==> config.mk <==
export PLATFORM = sky130hd
export DESIGN_NAME = aidc_lite_comp_buf_ctrl
export DESIGN_NICKNAME = d
export VERILOG_FILES = /design/src/rtl/aidc_lite_comp_buf_ctrl.sv
export SDC_FILE = /design/constraint.sdc
export NUM_CORES = 1
export LEC_CHECK = 0
export CAP_MARGIN = 20
export CORE_MARGIN = 8
export CORE_UTILIZATION = 25
export DETAILED_ROUTE_END_ITERATION = 10
export PLACE_DENSITY = 0.85
export SLEW_MARGIN = 20
export SYNTH_ARGS = -nofsm -noshare
export SYNTH_HDL_FRONTEND = slang
export SYNTH_SLANG_ARGS = --single-unit
==> constraint.sdc <==
create_clock -name clk -period 3.5 [get_ports clk]
set_input_delay 0.35 -clock clk [delete_from_list [all_inputs] [get_ports clk]]
set_output_delay 0.35 -clock clk [all_outputs]
set_load 0.03 [all_outputs]
==> src/rtl/aidc_lite_comp_buf_ctrl.sv <==
// aidc_lite_comp_buf_ctrl: store-and-forward buffer controller for compressed 64-bit packets
module aidc_lite_comp_buf_ctrl #(
    parameter int ADDR_WIDTH = 3
) (
    input  logic                  clk,
    input  logic                  rst,
    input  logic                  flush_i,
    input  logic                  s_valid_i,
    output logic                  s_ready_o,
    input  logic [63:0]           s_data_i,
    input  logic                  s_last_i,
    output logic                  buf_wren_o,
    output logic [ADDR_WIDTH-1:0] buf_waddr_o,
    output logic [63:0]           buf_wdata_o,
    output logic [ADDR_WIDTH-1:0] buf_raddr_o,
    input  logic [63:0]           buf_rdata_i,
    output logic                  m_valid_o,
    input  logic                  m_ready_i,
    output logic [63:0]           m_data_o,
    output logic                  m_last_o,
    output logic [ADDR_WIDTH:0]   occupancy_o,
    output logic [ADDR_WIDTH:0]   pkt_cnt_o
);
    localparam int DEPTH = 1 << ADDR_WIDTH;
    logic [ADDR_WIDTH:0] wr_ptr, rd_ptr, pkt_cnt, pkt_nxt;
    logic [DEPTH-1:0]    last_q;
    logic                empty, full, push, pop, inc, dec;
    assign empty       = wr_ptr == rd_ptr;
    assign full        = (wr_ptr ^ rd_ptr) == {1'b1, {ADDR_WIDTH{1'b0}}};
    assign s_ready_o   = !full && !flush_i;
    assign push        = s_valid_i && s_ready_o;
    assign buf_wren_o  = push;
    assign buf_waddr_o = wr_ptr[ADDR_WIDTH-1:0];
    assign buf_wdata_o = s_data_i;
    assign buf_raddr_o = rd_ptr[ADDR_WIDTH-1:0];
    // A full buffer forwards even without a complete packet so oversize packets cannot deadlock
    assign m_valid_o   = !empty && (pkt_cnt != '0 || full) && !flush_i;
    assign m_data_o    = buf_rdata_i;
    assign m_last_o    = last_q[rd_ptr[ADDR_WIDTH-1:0]] && m_valid_o;
    assign pop         = m_valid_o && m_ready_i;
    assign inc         = push && s_last_i;
    assign dec         = pop && m_last_o;
    assign occupancy_o = wr_ptr - rd_ptr;
    assign pkt_cnt_o   = pkt_cnt;
    // Packet count update, saturating at zero when a cut-through tail leaves with no packet counted
    always_comb begin
        pkt_nxt = (inc && !dec) ? pkt_cnt + 1'b1 :
                  (dec && !inc && pkt_cnt != '0) ? pkt_cnt - 1'b1 : pkt_cnt;
    end
    // Pointer, last-flag and packet-count state; reset beats flush beats push/pop
    always_ff @(posedge clk) begin
        if (rst) begin
            wr_ptr  <= '0;
            rd_ptr  <= '0;
            pkt_cnt <= '0;
            last_q  <= '0;
        end else if (flush_i) begin
            wr_ptr  <= '0;
            rd_ptr  <= '0;
            pkt_cnt <= '0;
        end else begin
            if (push) begin
                last_q[wr_ptr[ADDR_WIDTH-1:0]] <= s_last_i;
                wr_ptr <= wr_ptr + 1'b1;
            end
            if (pop)
                rd_ptr <= rd_ptr + 1'b1;
            pkt_cnt <= pkt_nxt;
        end
    end
endmodule

# --- Yosys cells after proc, flatten, opt, wreduce, memory -nomap -nowiden ---
# Cells that the tools add are included.
# W data, S select, Z words.
op_classes:
  n_reduce_logical: 22
  addsub: 5
  n_mux: 7
  n_bitwise: 2
  eq_ne: 2
  n_lt_le_gt_ge: 3
ops:
  columns: ["cell", "count"]
  rows:
  - ["$add A4 B1 Y4 const B", 3]
  - ["$logic_and A1 B1 Y1", 12]
  - ["$bwmux W8", 1]
  - ["$lt A3 B4 Y1 const B", 2]
  - ["$mux W4", 2]
  - ["$logic_not A1 Y1", 5]
  - ["$eq A4 B4 Y1", 1]
  - ["$eq A4 B4 Y1 const B", 1]
  - ["$reduce_bool A4 Y1", 1]
  - ["$sub A4 B1 Y4 const B", 1]
  - ["$sub A4 B4 Y4", 1]
  - ["$xor A4 B4 Y4", 1]
  - ["$bmux W1 S3", 1]
  - ["$demux W1 S3", 1]
  - ["$ge A3 B1 Y1 const B", 1]
  - ["$mux W1", 2]
  - ["$reduce_and A2 Y1", 1]
  - ["$reduce_bool A2 Y1", 1]
  - ["$reduce_or A2 Y1", 1]
  - ["$logic_or A1 B1 Y1", 1]
  - ["$not A1 Y1", 1]
word_totals:
  in_bits: 134
  elab_cells: 45
  reg_bits: 20

# --- Longest topological paths before layout ---
depth:
  depth_word: 11
  depth_mapped: 13

# --- Worst setup path before layout ---
# No wires, ideal clock.
synth_timing:
  path_kind: "register to register"
  from: "reg rd_ptr[1]"
  to: "reg pkt_cnt[3] (netlist: pkt_cnt_o[3])"
  path_buffers: 1
  t_arrival_ns: 3.009
  slack_ns: 0.431
  path_stages_with_launch: 14
  setup_ns: 0.060
  path_cell_list: "dfxtp_1 inv_1 ha_1 and3_1 buf_2 mux2i_1 nand2_1 o21ai_0 ha_1 a21o_1 a21o_1 or3_1 mux2i_1 o2111a_1"
synth_via:
  elab_chain_len: 10
  elab_cells_between_ends: 23
synth_rtl:
  columns: ["element", "line_no", "text"]
  rows:
  - ["start: declaration", "25", "logic [ADDR_WIDTH:0] wr_ptr, rd_ptr, pkt_cnt, pkt_nxt;"]
  - ["start signal: assignment", "67", "rd_ptr <= rd_ptr + 1'b1;"]
  - ["$xor A4 B4 Y4", "29", "assign full = (wr_ptr ^ rd_ptr) == {1'b1, {ADDR_WIDTH{1'b0}}};"]
  - ["$eq A4 B4 Y1", "29", null]
  - ["$logic_or A1 B1 Y1 or $logic_not A1 Y1 (tied branches)", "37, 30", null]
  - ["$logic_and A1 B1 Y1, on equally long branches", "37, 30", null]
  - ["$logic_and A1 B1 Y1, on equally long branches", "37, 31", null]
  - ["$logic_and A1 B1 Y1, on equally long branches", "40, 39, 41", null]
  - ["$logic_and A1 B1 Y1 or $logic_not A1 Y1 (tied branches)", "42, 48", null]
  - ["$logic_not A1 Y1 or $logic_and A1 B1 Y1 (tied branches)", "47, 48", null]
  - ["$logic_and A1 B1 Y1, on equally long branches", "47, 48", null]
  - ["$mux W4 or $reduce_bool A2 Y1 (tied branches)", null, null]
  - ["end signal: assignment", "68", "pkt_cnt <= pkt_nxt;"]
  - ["end: declaration", "25", null]
# Parallel ways exist; a longest one is shown, timed or not. The select of a mux whose other input is x is not followed.
# A chain may end at the register's enable or synchronous reset.

# --- Worst setup path after layout ---
# Same ends and word-level chain as after synthesis.

==> out/metrics.csv <==
stage,metric,value,unit
floorplan,die area,0.0124,sq mm
synth,Syn Inst Count,275,
pwr,P_sw,0.000109,W
synth,Post-synth EDFFs,0,
route,drt via density,4.52,
route,# DRC,0,
sta,worst slew pin tran,665,ps
synth,"Primary FF master, synth",dfxtp_1,
route,post-route ant nets,0,
sta,setup TNS,0,ps
sta,relative slew slack,0.553,
placement,placer congestion estimate,0.855,
clocking,clock-pin slew on the worst setup and hold paths,70,ps
sta,RSZ-0062 raised after global routing,false,
floorplan,Die Y,111,um
critical_path,Crit. End Element,register,
synth,mux contribution to synthesized area,0.0812,
route,top sig layer,met4,
critical_path,CP cell instances,inv_1 > ha_1 > and3_2 > mux2i_2 > nand2_1 > o21ai_1 > ha_1 > a21o_1 > a21o_1 > or3_1 > mux2i_1 > o2111a_1,
critical_path,crit path buf inv count,1,
grt,total gr overflow,0,
route,drt wl/cell,19.6,um
synth,sequential area share after synthesis,0.177,
sta,clock skew,6.43,ps
grt,first-pass GRT wire length,7950,um
floorplan,initial core utilization,0.258,
placement,pre-CTS WS,145,ps
clocking,TritonCTS Sinks,20,
synth,adder-cell share of the synthesized area,0.0564,
final_layout,"Net count, final",310,
clocking,clk buf depth,2,
grt,global-route usage over all layers,0.0799,
pwr,switching share of power,0.235,
synth,Ys Warns,0,
pwr,Clk pwr share,0.371,
grt,initial antenna violation count,0,
placement,DPL Wire Length,4530,um
synth,Mapped Avg Cell Area,8.24,sq um
critical_path,CP required,3700,ps
critical_path,crit path kind,reg -> reg,
grt,largest net degree at the start of global routing,12,
route,DRT met1 WL,1480,um
final_layout,ant diodes,0,
synth,Mapped Area,0.00226,sq mm
critical_path,Crit path max-delay family,compound AO/OA/AOI/OAI gates,
critical_path,worst-path fanout max,7,
clocking,clock latency on the worst-skew pair,250,ps
floorplan,Die X,111,um
sta,Final Setup Violations,0,
status,status,completed,
sta,Final WS setup,268,ps
run,MaxCap Viol Count,0,
pwr,P_leak,0.630,nW
route,Initial DRT Pass Iterations,4,
clocking,CTS tree,built,
sta,Tmin final,3230,ps
pwr,Comb power frac,0.128,
critical_path,slowest CP cell,dfxtp_1,
route,1st-iter DRT viols,80,
floorplan,Core Footprint,0.00876,sq mm
critical_path,Critical Path AT,3440,ps
synth,syn nets,418,
final_layout,design area,0.00169,sq mm
final_layout,area growth from synthesis to layout,-25.2,%
route,metal2 WL,2660,um
synth,"FF+latch count, synth",20,
synth,largest family of logic cells by synthesized area,buffers and inverters,
floorplan,io pins,280,
worst_hold_path,Worst Hold Class,reg -> reg,
pwr,Pwr per Cell Area,273,mW/mm^2
sta,Max Slew Vio Count,0,
route,via count,1238,
pwr,internal power,0.000354,W
route,Routed Wire Length,5370,um
critical_path,crit-path max cell delay,450,ps
final_layout,share of layout cells above drive strength 1,0.114,
synth,xor and xnor fraction of the mapped netlist area,0.0425,
clocking,H-tree levels,1,
clocking,CTS Buf Count,3,
synth,Synth Area in Simple Gates,0.113,
synth,fraction of registers with async set/reset,0,
clocking,Root Buffer,clkbuf_8,
sta,period utilization,0.924,
critical_path,Worst setup SP type,register,
sta,final hold violation count,0,
final_layout,"commonest cells after routing, fill and taps aside","clkdlybuf4s50_1, nor2_1, dfxtp_1",
placement,PortBufs,23,
grt,vias in the first global route,1385,
floorplan,std cell rows,34,
final_layout,"most common cell after layout, fill and taps aside",clkdlybuf4s50_1,
pwr,Max IR drop VDD,0.118,mV
sta,Max Freq,309,MHz
final_layout,Fillers,963,
synth,post-synthesis cell type count,38,
placement,"Cell Area, Placed",0.00163,sq mm
synth,Compound-Gate Fraction of Synth Area,0.0608,
route,met3 routed WL,770,um
pwr,sequential power share,0.502,
==> through the flow <==
step / total power, W / utilization / cells / hold slack (ps)
2_1_floorplan: 0.000547 / - / 275 / 455
3_3_place_gp: 0.000293 / 0.186 / 270 / 475
3_5_place_dp: 0.000295 / 0.186 / 270 / 490
4_1_cts: 0.000469 / 0.192 / 274 / 508
5_1_grt: 0.000480 / 0.193 / 274 / 526
6_report: 0.000463 / 0.193 / 274 / 497
==> timing repair <==
action	4_1_cts	5_1_grt
hold buffers	0	0
setup buffers	0	0
resized for setup	0	4
endpoints found under the hold margin	0	0
endpoints found under the setup margin	0	1
==> sequential cells by signal (all words and copies together), names as in the netlist <==
| name | count |
|---|---|
| last_q | 8 |
| rd_ptr | 4 |
| wr_ptr | 4 |
| pkt_cnt_o | 4 |
==> power by group through the flow <==
stage	sequential [W]	combinational [W]	clock [W]
3_3_place_gp	0.000237	0.0000564	0
4_1_cts	0.000232	0.0000584	0.000178
6_report	0.000232	0.0000590	0.000171
5_1_grt	0.000232	0.0000640	0.000184
3_5_place_dp	0.000237	0.0000578	0
2_1_floorplan	0.000238	0.000309	0
==> final timing paths <==
path	start	endpoint	slack (ps)	cells past startpoint
max	rd_ptr[1]$_SDFFE_PP0P_	pkt_cnt_o[3]$_SDFFE_PP0P_	270	12
min	last_q[3]$_SDFFE_PP0P_	last_q[3]$_SDFFE_PP0P_	500	2
max reg2reg	rd_ptr[1]$_SDFFE_PP0P_	pkt_cnt_o[3]$_SDFFE_PP0P_	270	12
min reg2reg	last_q[3]$_SDFFE_PP0P_	last_q[3]$_SDFFE_PP0P_	500	2
==> layer usage <==
| layer | global-route usage | vias to the layer above |
|---|---|---|
| met5 | 0.00417 | - |
| met3 | 0.0514 | 38 |
| met2 | 0.138 | 110 |
| met1 | 0.0563 | 557 |
| met4 | 0.0800 | 0 |
| li1 | - | 533 |
==> cell families after synthesis <==
group	after synthesis
buf+inv	149
simple gates	53
flops	20
compound gates	18
mux	15
xor+xnor	11
fa+ha+maj	9
==> worst reg2reg max path: cells and delay by family, from the launching register on <==
kind            cells  cell delay, ps
compound gates      4             790
simple gates        3             760
fa+ha+maj           2             590
flops               1             450
mux                 2             450
buf+inv             1             130
==> synthesized netlist by cell type (2+ instances only) <==
library cell	number	area share
or3_1	2	0.0055
dfxtp_1	20	0.18
nand3_1	6	0.013
nor3_1	4	0.0088
buf_4	134	0.44
mux4_2	2	0.020
clkbuf_1	4	0.0066
fa_1	2	0.018
nand2_1	11	0.018
xor2_1	4	0.015
inv_1	9	0.015
xnor2_1	7	0.027
a21o_1	3	0.0099
nand3b_1	2	0.0066
ha_1	7	0.039
nor2_1	21	0.035
a21oi_1	6	0.013
mux2i_1	11	0.049
==> layout make-up <==
cell class              instances  area (sq um)  area share
inverters                       9          33.8      0.0199
flip-flops and latches         20           400       0.236
repair buffers                 27           260       0.154
multi-input cells             106           810       0.478
clock buffers                   4          55.1      0.0325
well taps                     108           135      0.0798
Note: power is estimated with default switching activity, not from simulation.
